## src/rtl/hr_bridge_fifo_pkg.sv

```systemverilog
// Shared definitions for the hierarchical-ring bridge transfer FIFO.
// Optional cut-through path: define HR_FIFO_BYPASS_EN (undefined by default).
`ifndef CONTROL_W
`define CONTROL_W 144
`endif

package hr_bridge_fifo_pkg;

  localparam int HR_DATA_W = `CONTROL_W;

  localparam int HR_DEPTH = 4;
  localparam int HR_SLACK = 1;

  localparam logic [HR_DATA_W-1:0] HR_FLIT_INVALID = '0;

  function automatic int hr_cnt_w(input int depth);
    return $clog2(depth) + 1;
  endfunction

endpackage

```

## src/rtl/hr_fifo_mem.sv

```systemverilog
// Flit storage for the bridge FIFO: one write port, one async read port.
// Contents are intentionally not reset; validity is tracked by the owner.
module hr_fifo_mem
    import hr_bridge_fifo_pkg::*;
#(
    parameter int DATA_W = HR_DATA_W,
    parameter int DEPTH  = HR_DEPTH,
    parameter int AW     = $clog2(DEPTH)
) (
    input  logic              clk,
    input  logic              we_i,
    input  logic [AW-1:0]     waddr_i,
    input  logic [DATA_W-1:0] wdata_i,
    input  logic [AW-1:0]     raddr_i,
    output logic [DATA_W-1:0] rdata_o
);

    logic [DATA_W-1:0] mem_q [DEPTH];

    // Write the incoming flit into its slot.
    always_ff @(posedge clk) begin
        if (we_i) begin
            mem_q[waddr_i] <= wdata_i;
        end
    end

    assign rdata_o = mem_q[raddr_i];

endmodule

```

## src/rtl/hr_bridge_fifo.sv

```systemverilog
// Single-direction bridge transfer buffer with registered back-pressure.
// Optional cut-through when empty: define HR_FIFO_BYPASS_EN.
module hr_bridge_fifo
    import hr_bridge_fifo_pkg::*;
#(
    parameter int DATA_W = HR_DATA_W,
    parameter int DEPTH  = HR_DEPTH,
    parameter int SLACK  = HR_SLACK,
    localparam int AW    = $clog2(DEPTH),
    localparam int CW    = $clog2(DEPTH) + 1
) (
    input  logic              clk,
    input  logic              rst,
    input  logic              enQ_i,
    input  logic [DATA_W-1:0] data_i,
    input  logic              deQ_i,
    output logic [DATA_W-1:0] data_o,
    output logic              bfull_o,
    output logic              empty_o,
    output logic [CW-1:0]     count_o,
    output logic              ovf_o
);

    localparam logic [CW-1:0] CNT_FULL = CW'(DEPTH);
    localparam logic [CW-1:0] CNT_HIWM = CW'(DEPTH - SLACK);

    logic [AW-1:0]     wp_q, wp_d;
    logic [AW-1:0]     rp_q, rp_d;
    logic [CW-1:0]     count_q, count_d;
    logic              ovf_q, ovf_d;
    logic              is_empty;
    logic              is_full;
    logic              pop;
    logic              push;
    logic              bypass;
    logic              wr_en;
    logic [DATA_W-1:0] head;

    assign is_empty = (count_q == '0);
    assign is_full  = (count_q == CNT_FULL);

`ifdef HR_FIFO_BYPASS_EN
    // Empty FIFO popped in the same cycle it is pushed: flit cuts through.
    assign bypass = is_empty && enQ_i && deQ_i;
`else
    assign bypass = 1'b0;
`endif

    // A pop at full frees a slot on the same edge, so the push still fits.
    assign pop   = deQ_i && !is_empty;
    assign push  = enQ_i && (!is_full || deQ_i);
    assign wr_en = push && !bypass;

    // Next-state for pointers, occupancy and the sticky overflow flag.
    always_comb begin
        wp_d    = wp_q;
        rp_d    = rp_q;
        count_d = count_q;
        ovf_d   = ovf_q;
        if (wr_en) begin
            wp_d = wp_q + AW'(1);
        end
        if (pop) begin
            rp_d = rp_q + AW'(1);
        end
        if (wr_en && !pop) begin
            count_d = count_q + CW'(1);
        end else if (!wr_en && pop) begin
            count_d = count_q - CW'(1);
        end
        if (enQ_i && is_full && !deQ_i) begin
            ovf_d = 1'b1;
        end
    end

    // Occupancy state; storage itself is left unreset.
    always_ff @(posedge clk or posedge rst) begin
        if (rst) begin
            wp_q    <= '0;
            rp_q    <= '0;
            count_q <= '0;
            ovf_q   <= 1'b0;
        end else begin
            wp_q    <= wp_d;
            rp_q    <= rp_d;
            count_q <= count_d;
            ovf_q   <= ovf_d;
        end
    end

    hr_fifo_mem #(
        .DATA_W (DATA_W),
        .DEPTH  (DEPTH),
        .AW     (AW)
    ) u_mem (
        .clk     (clk),
        .we_i    (wr_en),
        .waddr_i (wp_q),
        .wdata_i (data_i),
        .raddr_i (rp_q),
        .rdata_o (head)
    );

    // Head flit, or the invalid flit (or cut-through data) when empty.
    always_comb begin
        data_o = head;
        if (is_empty) begin
            data_o = HR_FLIT_INVALID;
`ifdef HR_FIFO_BYPASS_EN
            if (enQ_i) begin
                data_o = data_i;
            end
`endif
        end
    end

    assign bfull_o = (count_q >= CNT_HIWM);
    assign empty_o = is_empty;
    assign count_o = count_q;
    assign ovf_o   = ovf_q;

endmodule

```

## config.mk

```make
export PLATFORM = sky130hd
export DESIGN_NAME = hr_bridge_fifo
export DESIGN_NICKNAME = d
export VERILOG_FILES = /design/src/rtl/hr_bridge_fifo_pkg.sv /design/src/rtl/hr_fifo_mem.sv /design/src/rtl/hr_bridge_fifo.sv
export SDC_FILE = /design/constraint.sdc
export NUM_CORES = 1
export LEC_CHECK = 0
export CORE_MARGIN = 2
export CORE_UTILIZATION = 59
export CTS_CLUSTER_DIAMETER = 200
export DETAILED_ROUTE_END_ITERATION = 6
export PLACE_DENSITY = 0.9
export SLEW_MARGIN = 30
export SYNTH_ARGS = -nofsm -noshare
export SYNTH_HDL_FRONTEND = slang
export SYNTH_SLANG_ARGS = --single-unit
```

## constraint.sdc

```tcl
create_clock -name clk -period 7.65 [get_ports clk]
set_clock_uncertainty 0.15 [all_clocks]
set_input_delay 1.53 -clock clk [delete_from_list [all_inputs] [get_ports clk]]
set_output_delay 1.53 -clock clk [all_outputs]
set_load 0.03 [all_outputs]
```

==> results.md, run 1 <==
- All-Layer GR Usage: 23.7%
- Crit path max-delay cell type: or3_4
- PostCTS Resize Cnt: 0
- Final Util: 73.4%
- Worst R2R Setup Slack: 4.58 ns
- Post-Synth XOR/XNOR Area: 0.236%
- Area leader, netlist: edfxtp_1
- Number of fill cells: 2,021
- FF+latch area: 0.0175 sq mm
- Combinational share of power: 41.8%
- Buffers on Ports: 297
- DR DRC count: 0
- Cell chain of the critical path: or3_4 -> buf_4 -> and2_1 -> clkdlybuf4s50_1
- Number of cell rows: 71
- Antenna violations before repair: 4
- Worst path required time: 5.97 ns
- Wirelength, routed: 45.9 mm
- Top post-synthesis cells by area: edfxtp_1, mux4_2, and2_1
- Clk_lat worst skew: 0.59 ns
- Sequential Power Share: 36.4%
- Worst-Margin Slew: 0.957 ns
- Peak VDD IR: 0.389 mV
- Syn avg cell area: 23.4 sq um
- MaxCap Viol Count: 0
- Fraction of layout cells with a size suffix above 1: 19.5%
- Setup Crit Path Kind: register to output port
- Total grt overflow: 0
- Synth Warn #: 0
- Synthesized area: 0.0223 sq mm
- Final GP Congestion: 0.732
- CTS tree: built
- Slew Limit Fails: 0
- P per Cell Area: 442 mW/mm^2
- Sw Ratio: 34.5%
- Initial Utilization: 59.6%
- Synth cell types: 23
- Post-DRT Antenna Nets: 0
- Final hold violations: 0
- Setup_tns: 0 ns
- Multi-input logic area: 0.00439 sq mm
- Critical Path Fanout Max: 81
- Clock Tree Root: clkbuf_16
- Yosys reg bits: 584
- Area growth from synthesis to layout: 23.1%
- # nets final: 1,426
- Cell Area, Placed: 0.0257 sq mm
- Worst endpoint data arrival time: 3.44 ns
- Largest stage delay, worst path: 0.70 ns
- Die Area: 0.0394 sq mm
- Net Switching: 0.00418 W
- Setup violations, final: 0
- Adder-cell area share of the yosys netlist: 0.370%
- Tmin final: 5.12 ns
- Syn_nets: 1,106
- DR WL/cell: 25.1 um
- Clock group share of total power: 21.8%
- Drt via density: 5.80
- CP Launch Type: register
- Number of global-route vias before repair: 11,267
- Cell area after layout: 0.0274 sq mm
- Final worst path period share: 66.9%
- CTS HTree Levels: 2
- Seq/Total Area, Yosys: 78.5%
- Post-synthesis simple-gate area fraction: 4.30%
- DRT iter0 DRCs: 775
- IO Count: 298
- Slew Limit Headroom: 36.2%
- Commonest non-fill, non-tap cell in the layout: edfxtp_1
- P_int: 0.00794 W
- Core area: 0.0374 sq mm
- Mapped Cells: 952
- Chip width: 198 um
- Largest family of logic cells by synthesized area: multiplexers
- Cts bufs inserted: 55
- Clk slew on worst S/H paths: 0.06 ns
- First-pass GRT wire length: 68.0 mm
- Lkg Pwr: 8.87 nW
- Compound-Gate Fraction of Synth Area: 0.0673%
- Achievable Freq: 195 MHz
- Buffers inserted by post-CTS timing repair: 0
- Die height: 198 um
- CP endpoint kind: output port
- CTS Hold Bufs: 0
- Post-DP HPWL: 26.3 mm
- Share of the synthesized area in the top cell type: 77.6%
- Multiplexer share of the synthesized area: 14.6%
- Drt first pass iters: 5
- Status: finished clean
- RSZ-0062 raised after global routing: no
- Largest net degree at the start of global routing: 82
- Via count: 10,622
- Most frequent cells in the layout: edfxtp_1, clkdlybuf4s50_1, mux4_2, and2_1, clkbuf_16
- Hold crit path type: register to register
- Max clock buf depth: 3
- Clock sinks: 584
[critical path, delay by kind of cell (launching register included)]
family	cells	cell delay (ns)
buffers and inverters	2	1.27
flip-flops	1	0.48
AND/OR/NAND/NOR	2	0.93
[sequential cells by signal, indices dropped and copies added (netlist names)]
| signal | count |
|---|---|
| ovf_o | 1 |
| wp_q | 2 |
| count_o | 3 |
| u_mem.mem_q | 576 |
| rp_q | 2 |
[per-layer routing]
layer  vias to the layer above  global-route usage (%)  routed length [um]
met2                       471                    40.6               24000
met4                         4                    7.94                1190
met1                      5512                    30.5               17100
li1                       4546                       -                   -
met5                         -                       0                  21
met3                        89                    5.46                3630
[final cells by class]
| type | count | area share, % |
|---|---|---|
| Sequential cell | 584 | 63.8 |
| Multi-Input combinational cell | 314 | 16.0 |
| Timing Repair Buffer | 312 | 11.4 |
| Clock buffer | 62 | 5.11 |
| Tap cell | 511 | 2.33 |
| Clock inverter | 40 | 1.30 |
| Inverter | 5 | 0.0684 |
| Antenna cell | 2 | 0.0182 |
[final timing paths]
kind	endpoint	from	cells past startpoint
min	ovf_o	ovf_o	1
min in group asynchronous	count_o[0]	rst	2
max reg2reg	u_mem.mem_q[1][0]	count_o[2]	4
min reg2reg	ovf_o	ovf_o	1
max in group asynchronous	rp_q[1]	rst	2
max	data_o[12]	count_o[0]	4
[Yosys cell counts]
cell type / instances
edfxtp_1: 576
and2_1: 148
mux4_2: 144
clkbuf_1: 21
buf_12: 10
buf_2: 9
dfrtp_1: 8
buf_6: 6
ha_1: 5
inv_1: 5
xnor2_1: 4
a21o_1: 2
buf_1: 2
mux2_2: 2
xor2_1: 2
buf_4: 1
fa_1: 1
nand2_1: 1
nand3_1: 1
nor2_1: 1
nor2b_1: 1
nor4b_1: 1
or3_1: 1
[cells by family (layout without fill, tap and decap cells)]
kind of cell / count (synthesis) / after routing
flip-flops: 584 / 584
adder cells (fa/ha/maj): 6 / 6
multiplexers: 146 / 146
AND/OR/NAND/NOR: 154 / 154
buffers and inverters: 54 / 419
XOR/XNOR: 6 / 6
other: 0 / 2
AO/OA/AOI/OAI: 2 / 2
[power groups by stage]
| stage | registers [W] | logic [W] | clock network [W] |
|---|---|---|---|
| floorplan | 0.00448 | 0.00332 | 0 |
| global placement | 0.00440 | 0.00500 | 0 |
| detailed placement | 0.00447 | 0.00505 | 0 |
| CTS | 0.00442 | 0.00513 | 0.00269 |
| global route | 0.00445 | 0.00532 | 0.00280 |
| finish | 0.00442 | 0.00506 | 0.00264 |
[metrics by stage]
step           setup slack [ns]  total power, W  instances  hold WS [ns]
2_1_floorplan              1.82         0.00780        952         0.384
3_3_place_gp               3.12         0.00940       1726         0.302
3_5_place_dp               3.05         0.00952       1726         0.303
4_1_cts                    2.49          0.0122       1828         0.316
5_1_grt                    2.35          0.0126       1828         0.341
6_report                   2.53          0.0121       1830         0.313
(Power assumes the default switching activity.)
==> inputs of run 2 (changes only) <==
--- a/config.mk
+++ b/config.mk
@@ -6,10 +6,10 @@
 export NUM_CORES = 1
 export LEC_CHECK = 0
 export CORE_MARGIN = 2
-export CORE_UTILIZATION = 59
+export CORE_UTILIZATION = 55
 export CTS_CLUSTER_DIAMETER = 200
 export DETAILED_ROUTE_END_ITERATION = 6
-export PLACE_DENSITY = 0.9
+export PLACE_DENSITY = 0.85
 export SLEW_MARGIN = 30
 export SYNTH_ARGS = -nofsm -noshare
 export SYNTH_HDL_FRONTEND = slang
==> constraint.sdc (replaced) <==
create_clock -name clk -period 5.1 [get_ports clk]
set_clock_uncertainty 0.15 [all_clocks]
set_input_delay 1.02 -clock clk [delete_from_list [all_inputs] [get_ports clk]]
set_output_delay 1.02 -clock clk [all_outputs]
set_load 0.03 [all_outputs]
==> results.md, run 2 (synthesized netlist as in run 1, its figures left out) <==
- Clock Tree Root: clkbuf_16
- Total grt overflow: 0 (unchanged)
- Critical Path Fanout Max: 70 (-14%)
- Drt via density: 5.71 (-1.7%)
- DR DRC count: 0 (unchanged)
- Post-DRT Antenna Nets: 0 (unchanged)
- Most frequent cells in the layout: edfxtp_1, clkdlybuf4s50_1, mux4_2, and2_1, clkbuf_16
- Cell chain of the critical path: or3_4 -> buf_4 -> and2_1 -> clkdlybuf4s50_1
- Number of global-route vias before repair: 11,061 (-1.8%)
- GR Util met3: 6.32% (+0.86 points)
- FF+latch area: 0.0175 sq mm (unchanged)
- RR Startpoint: count_o[0]
- # nets final: 1,436 (+0.70%)
- Clk_lat worst skew: 0.59 ns (about the same)
- CTS HTree Levels: 2 (unchanged)
- PostCTS Resize Cnt: 0 (unchanged)
- MaxCap Viol Count: 0 (unchanged)
- CP top delay family: buffers and inverters
- Initial Utilization: 55.9% (-3.8 points)
- Final GP Congestion: 0.762 (+4.1%)
- Via count: 10,542 (-0.75%)
- Antenna violations before repair: 6 (+2)
- Largest register by flop count: u_mem.mem_q
- Wirelength, routed: 44.7 mm (-2.7%)
- Grt peak-use layer: met2
- Final WS setup: 0.786 ns (-1.75 ns)
- Tmin final: 4.31 ns
- Setup_tns: 0 ns (unchanged)
- WHS Path Cells: 1 (unchanged)
- IO Count: 298 (unchanged)
- Max clock buf depth: 3 (unchanged)
- DR WL/cell: 24.2 um (-3.6%)
- CP Launch Type: register
- FF-to-FF End: count_o[2]
- Drt first pass iters: 5 (unchanged)
- Clk slew on worst S/H paths: 0.06 ns (about the same)
- Fraction of layout cells with a size suffix above 1: 18.6% (-0.94 points)
- Die height: 205 um (+3.5%)
- Clock sinks: 584 (unchanged)
- Status: finished clean
- CP endpoint kind: output port
- Worst endpoint data arrival time: 3.14 ns (-0.30 ns)
- Buffers on Ports: 297 (unchanged)
- Die Area: 0.0422 sq mm (+7.1%)
- Worst path required time: 3.93 ns (-2.04 ns)
- Hold endpoint: ovf_o
- Final worst path period share: 84.6%
- Number of cell rows: 73 (+2.8%)
- Setup violations, final: 0 (unchanged)
- Lkg Pwr: 8.91 nW (+0.36%)
- Met1 Use GR: 28.8% (-1.7 points)
- Worst R2R Setup Slack: 2.31 ns (-2.27 ns)
- P_int: 0.0119 W (+50%)
- Slew Limit Headroom: 48.5% (+12 points)
- Net Switching: 0.00615 W (+47%)
- Cts bufs inserted: 56 (+1.8%)
- P per Cell Area: 655 mW/mm^2 (+48%)
- Combinational share of power: 42.3% (+0.5 points)
- Total power: 0.0180 W (+49%)
- GR Util met2: 34.5% (-6.1 points)
- All-Layer GR Usage: 21.4% (-2.3 points)
- Buf/Inv on CP: 2 (unchanged)
- CTS tree: built
- Area growth from synthesis to layout: 23.6%
- Worst-Margin Slew: 0.772 ns (-0.184 ns)
- Slew Limit Fails: 0 (unchanged)
- Number of fill cells: 2,366 (+17%)
- Max reg flops: 576 (unchanged)
- Commonest non-fill, non-tap cell in the layout: edfxtp_1
- Post-DP HPWL: 27.0 mm (+2.6%)
- Sw Ratio: 34.1% (-0.35 points)
- Achievable Freq: 232 MHz
- Crit path max-delay cell type: clkdlybuf4s50_1
- First-pass GRT wire length: 66.2 mm (-2.7%)
- Hold crit path type: register to register
- Chip width: 205 um (+3.5%)
- Setup Crit Path Kind: register to output port
- Peak VDD IR: 0.609 mV (+56%)
- Final hold violations: 0 (unchanged)
- Place WS: 1.32 ns (-1.73 ns)
- DRT iter0 DRCs: 775 (unchanged)
- RSZ-0062 raised after global routing: no
- Clock group share of total power: 20.9% (-0.9 points)
- Multi-input logic area: 0.00439 sq mm (unchanged)
- Largest stage delay, worst path: 0.69 ns (about the same)
- Hold path start: ovf_o
- Final Util: 69.0% (-4.4 points)
- R2R cell count: 8 (+4)
- Sequential Power Share: 36.8% (+0.4 points)
- Largest net degree at the start of global routing: 81 (-1.2%)
- CTS Hold Bufs: 0 (unchanged)
- Buffers inserted by post-CTS timing repair: 0 (unchanged)
- Core area: 0.0399 sq mm (+6.7%)
==> run 2: final cells by class <==
cell class	count	area share, %
Sequential cell	584	63.5
Multi-Input combinational cell	314	15.9
Clock inverter	26	0.640
Inverter	5	0.0681
Clock buffer	69	5.34
Antenna cell	3	0.0272
Timing Repair Buffer	321	12.1
Tap cell	525	2.38
==> run 2: per-layer routing <==
metal / vias to the layer above / routed length (um)
li1: 4554 / -
met1: 5443 / 17800
met2: 447 / 22100
met3: 86 / 3740
met4: 12 / 975
met5: - / 84
==> run 2: worst max-delay path by stage <==
stage | to | slack, ns | depth (start not counted) | from
finish | data_o[110] | 0.79 | 4 | count_o[0]
global route | data_o[110] | 0.58 | 4 | count_o[0]
CTS | data_o[114] | 0.69 | 4 | rp_q[0]
detailed placement | u_mem.mem_q[3][22] | 1.32 | 5 | deQ_i
global placement | data_o[114] | 1.38 | 4 | rp_q[0]
floorplan | u_mem.mem_q[0][0] | 1.38 | 4 | deQ_i
==> run 2: worst reg2reg max path, delay by kind of cell (launching register included) <==
kind | cells | cell delay (ns)
AND/OR/NAND/NOR | 3 | 1.06
buffers and inverters | 1 | 0.07
adder cells (fa/ha/maj) | 2 | 0.61
flip-flops | 1 | 0.47
XOR/XNOR | 2 | 0.34
==> run 2: metrics by stage <==
step	area [sq um]	instances	hold WS, ns
6_report	27600	1847	0.317
5_1_grt	27500	1844	0.339
4_1_cts	27500	1844	0.322
3_5_place_dp	25900	1749	0.304
3_3_place_gp	25900	1749	0.297
2_1_floorplan	22300	952	0.384
==> run 2: power groups by stage <==
stage,logic (W),registers (W),clock network (W)
2_1_floorplan,0.00499,0.00663,0
3_3_place_gp,0.00761,0.00666,0
3_5_place_dp,0.00768,0.00673,0
4_1_cts,0.00775,0.00665,0.00385
5_1_grt,0.00804,0.00671,0.00403
6_report,0.00763,0.00664,0.00377
==> inputs of run 3 (changes only) <==
--- a/config.mk
+++ b/config.mk
@@ -6,10 +6,10 @@
 export NUM_CORES = 1
 export LEC_CHECK = 0
 export CORE_MARGIN = 2
-export CORE_UTILIZATION = 55
+export CORE_UTILIZATION = 50
 export CTS_CLUSTER_DIAMETER = 200
 export DETAILED_ROUTE_END_ITERATION = 6
-export PLACE_DENSITY = 0.85
+export PLACE_DENSITY = 0.81
 export SLEW_MARGIN = 30
 export SYNTH_ARGS = -nofsm -noshare
 export SYNTH_HDL_FRONTEND = slang
==> constraint.sdc (replaced) <==
create_clock -name clk -period 3.5 [get_ports clk]
set_clock_uncertainty 0.15 [all_clocks]
set_input_delay 0.7 -clock clk [delete_from_list [all_inputs] [get_ports clk]]
set_output_delay 0.7 -clock clk [all_outputs]
set_load 0.03 [all_outputs]
==> results.md, run 3 (synthesized netlist as in run 1, its figures left out) <==
- Status: finished clean
- Place WS: 0.409 ns (-0.916 ns)
- Worst R2R Setup Slack: 0.96 ns (-1.35 ns)
- Die Area: 0.0463 sq mm (+9.8%)
- Final worst path period share: 98.3%
- Final cell count without fillers: 1,943 (+5.2%)
- CTS Hold Bufs: 0 (unchanged)
- Cts bufs inserted: 59 (+5.4%)
- Wirelength, routed: 45.9 mm (+2.7%)
- R2R cell count: 9 (+1)
- All-Layer GR Usage: 19.9% (-1.5 points)
- Setup violations, final: 0 (unchanged)
- RSZ-0062 raised after global routing: yes
- Dpl cells: 1,833 (+4.8%)
- Max reg flops: 576 (unchanged)
- Worst path required time: 2.65 ns (-1.28 ns)
- CTS HTree Levels: 2 (unchanged)
- DR DRC count: 0 (unchanged)
- MaxCap Viol Count: 0 (unchanged)
- Clk_lat worst skew: 0.60 ns (about the same)
- P per Cell Area: 936 mW/mm^2 (+43%)
- Worst-Margin Slew: 0.415 ns (-0.358 ns)
- Number of cell rows: 77 (+5.5%)
- Total power: 0.0262 W (+45%)
- Hold WS: 0.208 ns (-0.110 ns)
- Total grt overflow: 0 (unchanged)
- Clock sinks: 584 (unchanged)
- Largest register by flop count: u_mem.mem_q
- DRT iter0 DRCs: 881 (+14%)
- Antenna violations before repair: 3 (-3)
- Final hold violations: 0 (unchanged)
- Initial Utilization: 50.5% (-5.3 points)
- Achievable Freq: 291 MHz
- CP Launch Type: register
- Drt via density: 5.44 (-4.6%)
- Max clock buf depth: 3 (unchanged)
- Clk slew on worst S/H paths: 0.06 ns (about the same)
- Area growth from synthesis to layout: 25.7%
- DR WL/cell: 23.6 um (-2.3%)
- Post-DRT Antenna Nets: 0 (unchanged)
- Setup Crit Path Kind: register to output port
- Number of global-route vias before repair: 11,308 (+2.2%)
- Setup_tns: 0 ns (unchanged)
- Slew Limit Fails: 0 (unchanged)
- Post-DP HPWL: 27.5 mm (+1.9%)
- Fraction of layout cells with a size suffix above 1: 20.3% (+1.7 points)
- Most frequent cells in the layout: edfxtp_1, clkdlybuf4s50_1, mux4_2, and2_1, dlygate4sd2_1
- Die height: 215 um (+4.8%)
- First-pass GRT wire length: 69.0 mm (+4.2%)
- Chip width: 215 um (+4.8%)
- Lkg Pwr: 9.45 nW (+6.1%)
- Core area: 0.0441 sq mm (+11%)
- Peak VDD IR: 0.660 mV (+8.4%)
- RR Startpoint: count_o[0]
- Drt first pass iters: 5 (unchanged)
- Tmin final: 3.44 ns
- # nets final: 1,458 (+1.5%)
- CTS tree: built
- IO Count: 298 (unchanged)
- Final GP Congestion: 0.722 (-5.2%)
- Commonest non-fill, non-tap cell in the layout: edfxtp_1
- Critical Path Fanout Max: 24 (-66%)
- Slew Limit Headroom: 72.3% (+24 points)
- Final WS setup: 0.0596 ns (-0.727 ns)
- CP endpoint kind: output port
- Buffers inserted by post-CTS timing repair: 0 (unchanged)
- Hold crit path type: primary input to asynchronous set/reset pin
- Via count: 10,578 (+0.34%)
- Buffers on Ports: 297 (unchanged)
- Clock Tree Root: clkbuf_16
- Largest net degree at the start of global routing: 65 (-20%)
- Worst endpoint data arrival time: 2.59 ns (-0.55 ns)
- FF-to-FF End: count_o[2]
-- run 3: cell count changes in the layout (fill, tap and decap cells not counted), sizes merged --
cell,delta
clkbuf,+2
clkdlybuf4s50,-144
dlymetal6s2s,+2
dlygate4sd2,+142
clkinvlp,+2
bufbuf,+1
buf,+17
diode,+1
bufinv,+3
clkinv,+2
inv,+1
-- run 3: final cells by class --
| cell class | instances | area, sq um |
|---|---|---|
| sequential | 584 | 17500 |
| fill | 2990 | 16100 |
| multi-input combinational | 314 | 4390 |
| timing repair buffer | 340 | 3550 |
| clock buffer | 70 | 1520 |
| tap | 592 | 741 |
| clock inverter | 34 | 299 |
| inverter | 5 | 18.8 |
| antenna | 4 | 10.0 |
-- run 3: how the worst max path moves through the flow --
stage / slack, ns / cells after the start / end / start
2_1_floorplan: 0.10 / 4 / u_mem.mem_q[0][0] / deQ_i
3_3_place_gp: 0.44 / 5 / data_o[90] / rp_q[0]
3_5_place_dp: 0.41 / 5 / data_o[33] / rp_q[0]
4_1_cts: -0.004 / 5 / data_o[129] / rp_q[0]
5_1_grt: -0.04 / 5 / data_o[140] / rp_q[0]
6_report: 0.06 / 5 / data_o[140] / rp_q[0]
-- run 3: repair_timing --
action | in CTS | in global routing
setup endpoints to repair | 144 | 35
endpoints found under the hold margin | 0 | 0
gates resized for setup | 146 | 4
cloned | 1 | 1
-- run 3: through the flow --
step                utilization [%]  instance area (sq um)
detailed placement             59.6                  26300
floorplan                         -                  22300
global route                   63.5                  28000
global placement               59.6                  26300
finish                         63.5                  28000
CTS                            63.4                  28000
-- run 3: per-layer routing --
layer | routed length [um] | global-route usage (%) | share of wire (%)
met2 | 23200 | 33.3 | 51
met3 | 3630 | 5.63 | 7.9
met5 | 0 | 0 | 0
met1 | 18100 | 25.7 | 40
met4 | 901 | 5.63 | 2.0
-- run 3: power by group --
part	leakage (nW)	internal (W)	switching (W)
logic	3.20	0.00445	0.00629
clock network	0.882	0.00344	0.00252
registers	5.37	0.00920	0.000343
-- run 3: critical path, stage by stage (launching register included) --
cell and delay (ns):
dfrtp_4 0.45, buf_16 0.22, buf_4 0.23, mux4_2 0.49, and2_1 0.19, dlygate4sd2_1 0.37
